[src/rtl/snake_pkg.sv]
// Shared constants for the snake game blocks: grid geometry, direction codes,
// prey-generator FSM states and the LFSR feedback mask.
package snake_pkg;

  // Default playfield geometry (coordinates are 0..MAX inclusive)
  localparam int GRID_X_WIDTH = 5;
  localparam int GRID_Y_WIDTH = 5;
  localparam int GRID_X_MAX   = 31;
  localparam int GRID_Y_MAX   = 23;

  // Direction encodings used by the head/body logic
  localparam logic [1:0] DIR_UP    = 2'b00;
  localparam logic [1:0] DIR_DOWN  = 2'b01;
  localparam logic [1:0] DIR_LEFT  = 2'b10;
  localparam logic [1:0] DIR_RIGHT = 2'b11;

  // Prey generator defaults
  localparam logic [15:0] DEFAULT_LFSR_SEED = 16'hACE1;
  localparam logic [3:0]  DEFAULT_MAX_RETRY = 4'd15;

  // Galois feedback taps for the 16-bit maximal-length LFSR
  localparam logic [15:0] LFSR_MASK = 16'hB400;

  typedef enum logic [2:0] {
    ST_IDLE,
    ST_GEN,
    ST_REQ,
    ST_WAIT,
    ST_HOLD,
    ST_STOP
  } prey_state_e;

endpackage

[src/rtl/snake_lfsr16.sv]
// 16-bit Galois LFSR (right shift) with a stall input; a zero seed would lock
// the register at zero, so it is replaced by 1.
module snake_lfsr16
  import snake_pkg::*;
#(
  parameter logic [15:0] SEED = DEFAULT_LFSR_SEED
) (
  input  logic        clk,
  input  logic        rst,
  input  logic        step_i,
  output logic [15:0] lfsr_o
);

  localparam logic [15:0] SEED_FIXED = (SEED == 16'h0000) ? 16'h0001 : SEED;

  logic [15:0] lfsr_q;
  logic [15:0] lfsr_d;

  // Next value: shift right, fold the feedback mask in when the LSB drops out
  always_comb begin
    lfsr_d = {1'b0, lfsr_q[15:1]} ^ (lfsr_q[0] ? LFSR_MASK : 16'h0000);
  end

  // State register, advances only on enabled cycles
  always_ff @(posedge clk) begin
    if (rst) begin
      lfsr_q <= SEED_FIXED;
    end else if (step_i) begin
      lfsr_q <= lfsr_d;
    end
  end

  assign lfsr_o = lfsr_q;

endmodule

[src/rtl/snake_prey_gen.sv]
// Prey placement engine: proposes random cells, checks each against the snake
// body, retries on collision and falls back to a raster scan so that a free
// cell is always found while one exists. All outputs are registered.
module snake_prey_gen
  import snake_pkg::*;
#(
  parameter int          H_LOGIC_WIDTH = GRID_X_WIDTH,
  parameter int          V_LOGIC_WIDTH = GRID_Y_WIDTH,
  parameter int          H_LOGIC_MAX   = GRID_X_MAX,
  parameter int          V_LOGIC_MAX   = GRID_Y_MAX,
  parameter logic [15:0] LFSR_SEED     = DEFAULT_LFSR_SEED,
  parameter logic [3:0]  MAX_RETRY     = DEFAULT_MAX_RETRY
) (
  input  logic                     clk,
  input  logic                     rst,
  input  logic                     enb,
  input  logic                     snake_score,
  input  logic                     snake_lose,
  input  logic [H_LOGIC_WIDTH-1:0] headx,
  input  logic [V_LOGIC_WIDTH-1:0] heady,
  input  logic                     prey_res,
  input  logic                     prey_res_vld,
  output logic [H_LOGIC_WIDTH-1:0] preyx,
  output logic [V_LOGIC_WIDTH-1:0] preyy,
  output logic                     prey_vld,
  output logic                     prey_ready,
  output logic                     board_full
);

  localparam logic [H_LOGIC_WIDTH-1:0] X_MAX  = H_LOGIC_WIDTH'(H_LOGIC_MAX);
  localparam logic [V_LOGIC_WIDTH-1:0] Y_MAX  = V_LOGIC_WIDTH'(V_LOGIC_MAX);
  localparam logic [H_LOGIC_WIDTH-1:0] X_SPAN = H_LOGIC_WIDTH'(H_LOGIC_MAX + 1);
  localparam logic [V_LOGIC_WIDTH-1:0] Y_SPAN = V_LOGIC_WIDTH'(V_LOGIC_MAX + 1);
  localparam logic [H_LOGIC_WIDTH-1:0] X_ONE  = H_LOGIC_WIDTH'(1);
  localparam logic [V_LOGIC_WIDTH-1:0] Y_ONE  = V_LOGIC_WIDTH'(1);
  localparam int                       CELLS  = (H_LOGIC_MAX + 1) * (V_LOGIC_MAX + 1);
  localparam int                       SCAN_W = $clog2(CELLS + 1);
  localparam logic [SCAN_W-1:0]        CELLS_V  = SCAN_W'(CELLS);
  localparam logic [SCAN_W-1:0]        SCAN_ONE = SCAN_W'(1);

  prey_state_e state_q, state_d;
  logic [H_LOGIC_WIDTH-1:0] preyx_q, preyx_d;
  logic [V_LOGIC_WIDTH-1:0] preyy_q, preyy_d;
  logic                     prey_vld_q, prey_vld_d;
  logic                     prey_ready_q, prey_ready_d;
  logic                     board_full_q, board_full_d;
  logic [3:0]               retry_cnt_q, retry_cnt_d;
  logic [SCAN_W-1:0]        scan_cnt_q, scan_cnt_d;
  logic                     scan_mode_q, scan_mode_d;
  logic                     head_hit_q, head_hit_d;

  logic [15:0]              lfsr_w;
  logic                     unused_lfsr;
  logic [H_LOGIC_WIDTH-1:0] raw_x, rand_x, scan_x;
  logic [V_LOGIC_WIDTH-1:0] raw_y, rand_y, scan_y;
  logic                     collide;
  logic                     accept;
  logic                     load;

  snake_lfsr16 #(
    .SEED(LFSR_SEED)
  ) u_lfsr (
    .clk   (clk),
    .rst   (rst),
    .step_i(enb),
    .lfsr_o(lfsr_w)
  );

  // Only some LFSR bits feed the coordinates; the rest are intentionally dropped
  assign unused_lfsr = ^lfsr_w;

  // Candidate sources: folded random cell and raster successor of the last one
  always_comb begin
    raw_x  = lfsr_w[H_LOGIC_WIDTH-1:0];
    raw_y  = lfsr_w[8+V_LOGIC_WIDTH-1:8];
    rand_x = (raw_x > X_MAX) ? raw_x - X_SPAN : raw_x;
    rand_y = (raw_y > Y_MAX) ? raw_y - Y_SPAN : raw_y;
    if (preyx_q == X_MAX) begin
      scan_x = '0;
      scan_y = (preyy_q == Y_MAX) ? '0 : preyy_q + Y_ONE;
    end else begin
      scan_x = preyx_q + X_ONE;
      scan_y = preyy_q;
    end
  end

  // Next-state and registered-output logic of the placement FSM
  always_comb begin
    state_d      = state_q;
    preyx_d      = preyx_q;
    preyy_d      = preyy_q;
    prey_vld_d   = 1'b0;
    prey_ready_d = prey_ready_q;
    board_full_d = board_full_q;
    retry_cnt_d  = retry_cnt_q;
    scan_cnt_d   = scan_cnt_q;
    scan_mode_d  = scan_mode_q;
    head_hit_d   = head_hit_q;
    collide      = 1'b0;
    accept       = 1'b0;
    load         = 1'b0;

    case (state_q)
      ST_IDLE: begin
        state_d = ST_GEN;
        load    = 1'b1;
      end
      ST_GEN: begin
        // Head check is resolved here so the request pulse can be registered
        head_hit_d = (preyx_q == headx) && (preyy_q == heady);
        prey_vld_d = !head_hit_d;
        state_d    = ST_REQ;
      end
      ST_REQ: begin
        if (head_hit_q) begin
          collide = 1'b1;
        end else begin
          state_d = ST_WAIT;
        end
      end
      ST_WAIT: begin
        if (prey_res_vld) begin
          if (prey_res) begin
            collide = 1'b1;
          end else begin
            accept = 1'b1;
          end
        end
      end
      ST_HOLD: begin
        if (snake_score) begin
          state_d      = ST_GEN;
          prey_ready_d = 1'b0;
          load         = 1'b1;
        end
      end
      ST_STOP: begin
      end
      default: begin
        state_d = ST_IDLE;
      end
    endcase

    if (collide) begin
      retry_cnt_d = (retry_cnt_q == MAX_RETRY) ? retry_cnt_q : retry_cnt_q + 4'd1;
      if (scan_mode_q) begin
        scan_cnt_d = scan_cnt_q + SCAN_ONE;
      end
      if (scan_mode_q && (scan_cnt_d == CELLS_V)) begin
        // Every cell has been tried in raster order: nothing is free
        board_full_d = 1'b1;
        state_d      = ST_STOP;
      end else begin
        scan_mode_d = scan_mode_q || (retry_cnt_d == MAX_RETRY);
        state_d     = ST_GEN;
        load        = 1'b1;
      end
    end

    if (accept) begin
      state_d      = ST_HOLD;
      prey_ready_d = 1'b1;
      retry_cnt_d  = '0;
      scan_cnt_d   = '0;
      scan_mode_d  = 1'b0;
    end

    if (load) begin
      preyx_d = scan_mode_d ? scan_x : rand_x;
      preyy_d = scan_mode_d ? scan_y : rand_y;
    end

    // Game over wins over everything else and freezes the visible outputs
    if (snake_lose) begin
      state_d      = ST_STOP;
      preyx_d      = preyx_q;
      preyy_d      = preyy_q;
      prey_vld_d   = 1'b0;
      prey_ready_d = prey_ready_q;
      board_full_d = board_full_q;
      retry_cnt_d  = retry_cnt_q;
      scan_cnt_d   = scan_cnt_q;
      scan_mode_d  = scan_mode_q;
      head_hit_d   = head_hit_q;
    end
  end

  // State and output registers; everything holds while the tick enable is low
  always_ff @(posedge clk) begin
    if (rst) begin
      state_q      <= ST_IDLE;
      preyx_q      <= '0;
      preyy_q      <= '0;
      prey_vld_q   <= 1'b0;
      prey_ready_q <= 1'b0;
      board_full_q <= 1'b0;
      retry_cnt_q  <= '0;
      scan_cnt_q   <= '0;
      scan_mode_q  <= 1'b0;
      head_hit_q   <= 1'b0;
    end else if (enb) begin
      state_q      <= state_d;
      preyx_q      <= preyx_d;
      preyy_q      <= preyy_d;
      prey_vld_q   <= prey_vld_d;
      prey_ready_q <= prey_ready_d;
      board_full_q <= board_full_d;
      retry_cnt_q  <= retry_cnt_d;
      scan_cnt_q   <= scan_cnt_d;
      scan_mode_q  <= scan_mode_d;
      head_hit_q   <= head_hit_d;
    end
  end

  assign preyx      = preyx_q;
  assign preyy      = preyy_q;
  assign prey_vld   = prey_vld_q;
  assign prey_ready = prey_ready_q;
  assign board_full = board_full_q;

endmodule

[config.mk]
export PLATFORM = sky130hd
export DESIGN_NAME = snake_prey_gen
export DESIGN_NICKNAME = d
export VERILOG_FILES = /design/src/rtl/snake_pkg.sv /design/src/rtl/snake_lfsr16.sv /design/src/rtl/snake_prey_gen.sv
export SDC_FILE = /design/constraint.sdc
export NUM_CORES = 1
export LEC_CHECK = 0
export ABC_CLOCK_PERIOD_IN_PS = 2800
export CORE_ASPECT_RATIO = 1.5
export CORE_MARGIN = 2
export CORE_UTILIZATION = 30
export CTS_CLUSTER_SIZE = 24
export DETAILED_ROUTE_END_ITERATION = 7
export GPL_ROUTABILITY_DRIVEN = 0
export MAX_ROUTING_LAYER = met4
export SETUP_SLACK_MARGIN = 0.05
export SKIP_CTS_REPAIR_TIMING = 1
export SLEW_MARGIN = 25
export SYNTH_ARGS = -nofsm -noshare
export SYNTH_HDL_FRONTEND = slang
export SYNTH_SLANG_ARGS = --single-unit
[constraint.sdc]
create_clock -name clk -period 2.8 [get_ports clk]
set_clock_uncertainty 0.1 [all_clocks]
set_input_delay 0.42 -clock clk [delete_from_list [all_inputs] [get_ports clk]]
set_output_delay 0.42 -clock clk [all_outputs]
set_load 0.01 [all_outputs]
==> run_results.csv, run 1 <==
group,metric,value,unit
status,status,"finished, final reports clean",
die,die_width,83.88,um
setup_path,worstPathRequired,2.90,ns
setup_path,endpoint_kind,"flop",
layout,stdcell_area,0.003521,mm^2
die,io_pins,30,
pwr,internal_power,1150,uW
die,num_rows,43,
layout,diodes,0,
sta,min_period_over_period,0.9343,
drt,vias_per_cell,5.412,
logic_synthesis,synth-seq-cells,48,
sta,setup_tns,0,ns
die,die_y,123.8,um
clock_network,root_buffer,"clkbuf_16",
global_routing,grt_pass1_vias,2550,
die,die_area,0.01039,mm^2
placed_design,port_buffers,29,
global_routing,grt_max_degree,35,
pwr,clkPwrFrac,0.395,
setup_path,critPathKind,"reg2reg",
die,start_util,0.3085,
layout,drive_gt1_frac,0.1436,
logic_synthesis,avgSynthCellArea,8.446,um^2
global_routing,grt_remaining_overflow,0,
clock_network,clk_latency,0.29,ns
logic_synthesis,ys.flop_type,"dfxtp_1",
logic_synthesis,synthArstFlopShare,0,
layout,nNetsFinal,399,
logic_synthesis,syn-num-nets,364,
setup_path,max_stage_delay,0.52,ns
sta,grt_setup_unrepaired,"false",
setup_path,worstSetupStartpointType,"flop",
global_routing,antenna_found_initial,0,
sta,hold_slack,0.3721,ns
drt,drt-total-wl,7345,um
drt,wl_per_cell,15.05,um
sta,hold_viol,0,
placed_design,hpwl,5457,um
drt,drc,0,
clock_network,clk_pin_slew_worst_paths,0.07,ns
clock_network,clock_sinks,48,
run,maxCapViolations,0,
layout,areaGrowthSynthToFinish,22.61,%
pwr,cellLeakagePower,0.001292,uW
placed_design,dpl_cell_area,0.003341,mm^2
sta,max-slew-margin-rel,0.6354,
setup_path,path_buf_inv,0,
clock_network,cts_tree,"built",
logic_synthesis,ys_types,71,
logic_synthesis,netlist_instances,340,
drt,vias,2641,
sta,worst_pin_slew,0.5436,ns
sta,fmax,382.3,MHz
setup_path,crit_family,"simple AND/OR/NAND/NOR gates",
drt,firstDrtPassIters,4,
setup_path,critPathArrivalTime,2.72,ns
pwr,power_switching,402.9,uW
hold_path,hp-class,"reg2reg",
global_routing,track_usage,0.1485,
clock_network,clock_path_buffers,2,
sta,setup_viol,0,
pwr,ir_drop,0.2717,mV
logic_synthesis,synth-edff-count,0,
pwr,combPwrFrac,0.122,
drt,detail_route.iter0.violations,147,
setup_path,crit_path_cell_trace,"ha_2 > nand3_1 > mux2_4 > o31a_1 > or4b_1 > and3_1 > o41ai_2",
drt,drtAntennaViolNets,0,
pwr,seqPwrFrac,0.483,
clock_network,cts_max_level,2,
logic_synthesis,syn-cell-area,0.002872,mm^2
setup_path,critPathMaxFanout,6,
global_routing,grt_pass1_wl,12200,um
pwr,power_density,441.0,mW/mm^2
setup_path,slowest_stage,"or4b_1",
sta,fin_crit,2.616,ns
logic_synthesis,seq_area_frac_synth,0.3346,
die,coreArea,0.009308,mm^2
sta,slew_violations,0,
clock_network,cts_buffers,5,
pwr,swShare,0.2595,
logic_synthesis,yosys_warnings,0,
[cell usage in the layout, fill, tap and decap left out, types with 4 or more instances in the layout]
| cell type | count |
|---|---|
| nor3_1 | 9 |
| clkbuf_16 | 5 |
| a21oi_1 | 14 |
| xnor2_1 | 6 |
| nand4_1 | 6 |
| a211oi_1 | 7 |
| nand2_1 | 37 |
| a31oi_1 | 5 |
| ha_1 | 5 |
| nor4_1 | 4 |
| nor2b_1 | 4 |
| and3_1 | 4 |
| mux2i_1 | 15 |
| clkdlybuf4s50_1 | 29 |
| dfxtp_1 | 47 |
| nand2b_1 | 5 |
| nand3_1 | 9 |
| inv_1 | 9 |
| buf_4 | 20 |
| xor2_1 | 9 |
| o21ai_0 | 22 |
| nor2_1 | 29 |
[routing by layer]
layer	vias to the layer above	wire length, um	track usage
li1	1323	-	-
met3	15	152	0.02916
met2	35	4071	0.2715
met1	1268	2904	0.1511
met4	0	216	0.07560
met5	-	0	-
[logic make-up after synthesis]
| group | after synthesis | share of synthesized area |
|---|---|---|
| buffers and inverters | 32 | 0.05620 |
| DFF | 48 | 0.3346 |
| xor gates and xnor gates | 15 | 0.04575 |
| AOI/OAI and AO/OA | 94 | 0.2423 |
| adders and majority gates | 7 | 0.03050 |
| and+or+nand+nor | 126 | 0.2253 |
| muxes | 18 | 0.06536 |
[layout make-up]
type                    count  area (um^2)
clock inverters             3        25.02
flip-flops and latches     48        962.2
well taps                 112        140.1
clock buffers               5        125.1
repair buffers             50        460.4
fillers                   944         5787
inverters                  10        37.54
multi-input cells         260         1770
[worst paths after layout]
| kind | startpoint | end | slack, ns | depth (start not counted) |
|---|---|---|---|---|
| setup / recovery | retry_cnt_q[1] | preyx[2] | 0.18 | 7 |
| hold / removal | prey_ready | prey_ready | 0.37 | 2 |
| setup reg to reg | retry_cnt_q[1] | preyx[2] | 0.18 | 7 |
| hold reg to reg | prey_ready | prey_ready | 0.37 | 2 |
[per-stage QoR]
stage          power [uW]  cells  setup slack [ns]    util
4_1_cts              1575    487           0.07463  0.3751
6_report             1553    488            0.1840  0.3783
3_5_place_dp        956.7    479           0.05062  0.3589
5_1_grt              1626    488           0.07244  0.3783
2_1_floorplan       874.2    340            0.1291       -
3_3_place_gp        954.0    479           0.09679  0.3589
[cell usage after synthesis (2+ instances only)]
master,count,area share
and3_1,4,0.0087
or3_1,2,0.0044
a21o_1,3,0.0078
nand4_1,6,0.013
buf_1,3,0.0039
o41ai_1,3,0.0092
nor2_1,29,0.038
a21boi_0,2,0.0052
a311oi_2,2,0.010
o311a_1,2,0.0070
ha_1,7,0.030
a21oi_1,15,0.026
a311oi_1,3,0.0092
inv_1,9,0.012
a31oi_1,5,0.011
or2_2,3,0.0065
xnor2_1,6,0.018
o21bai_1,3,0.0078
nand3_1,9,0.016
buf_6,2,0.0078
o32ai_1,2,0.0061
mux2i_1,15,0.052
nand2_1,37,0.048
clkbuf_1,9,0.012
buf_4,3,0.0078
a41oi_1,2,0.0061
nand2b_1,5,0.011
o21ba_2,2,0.0070
o21ai_0,22,0.038
buf_2,4,0.0070
xor2_1,9,0.027
nor4_1,4,0.0087
a211oi_1,7,0.018
nor3_1,9,0.016
nor2b_1,4,0.0087
a32oi_1,2,0.0061
o211ai_1,3,0.0078
o211a_1,2,0.0070
dfxtp_1,48,0.33
mux2_2,2,0.0078
[sequential cells by signal, indices dropped and copies added (netlist names), 3 cells and up]
signal,count
state_q,3
preyy,5
preyx,5
retry_cnt_q,4
u_lfsr.lfsr_o,16
scan_cnt_q,10
[worst reg2reg max path, stage by stage, from the launching register on]
cell and delay (ns):
dfxtp_1 0.43, ha_2 0.25, nand3_1 0.16, mux2_4 0.35
o31a_1 0.31, or4b_1 0.53, and3_1 0.21, o41ai_2 0.19
[power groups by stage]
stage | sequential, uW | clock [uW] | combinational [uW]
final | 750 | 613 | 190
after floorplan | 754 | 0 | 120
after CTS | 750 | 633 | 192
after global placement | 765 | 0 | 189
after detailed placement | 766 | 0 | 191
after global routing | 755 | 660 | 211
(Power assumes the default switching activity.)
==> inputs of run 2 (changes only) <==
Settings changed: CAP_MARGIN set to 20, CTS_BUF_LIST set to sky130_fd_sc_hd__clkbuf_16.
==> results of run 2 <==
Final layout, timing and power as in run 1 (identical DEF).
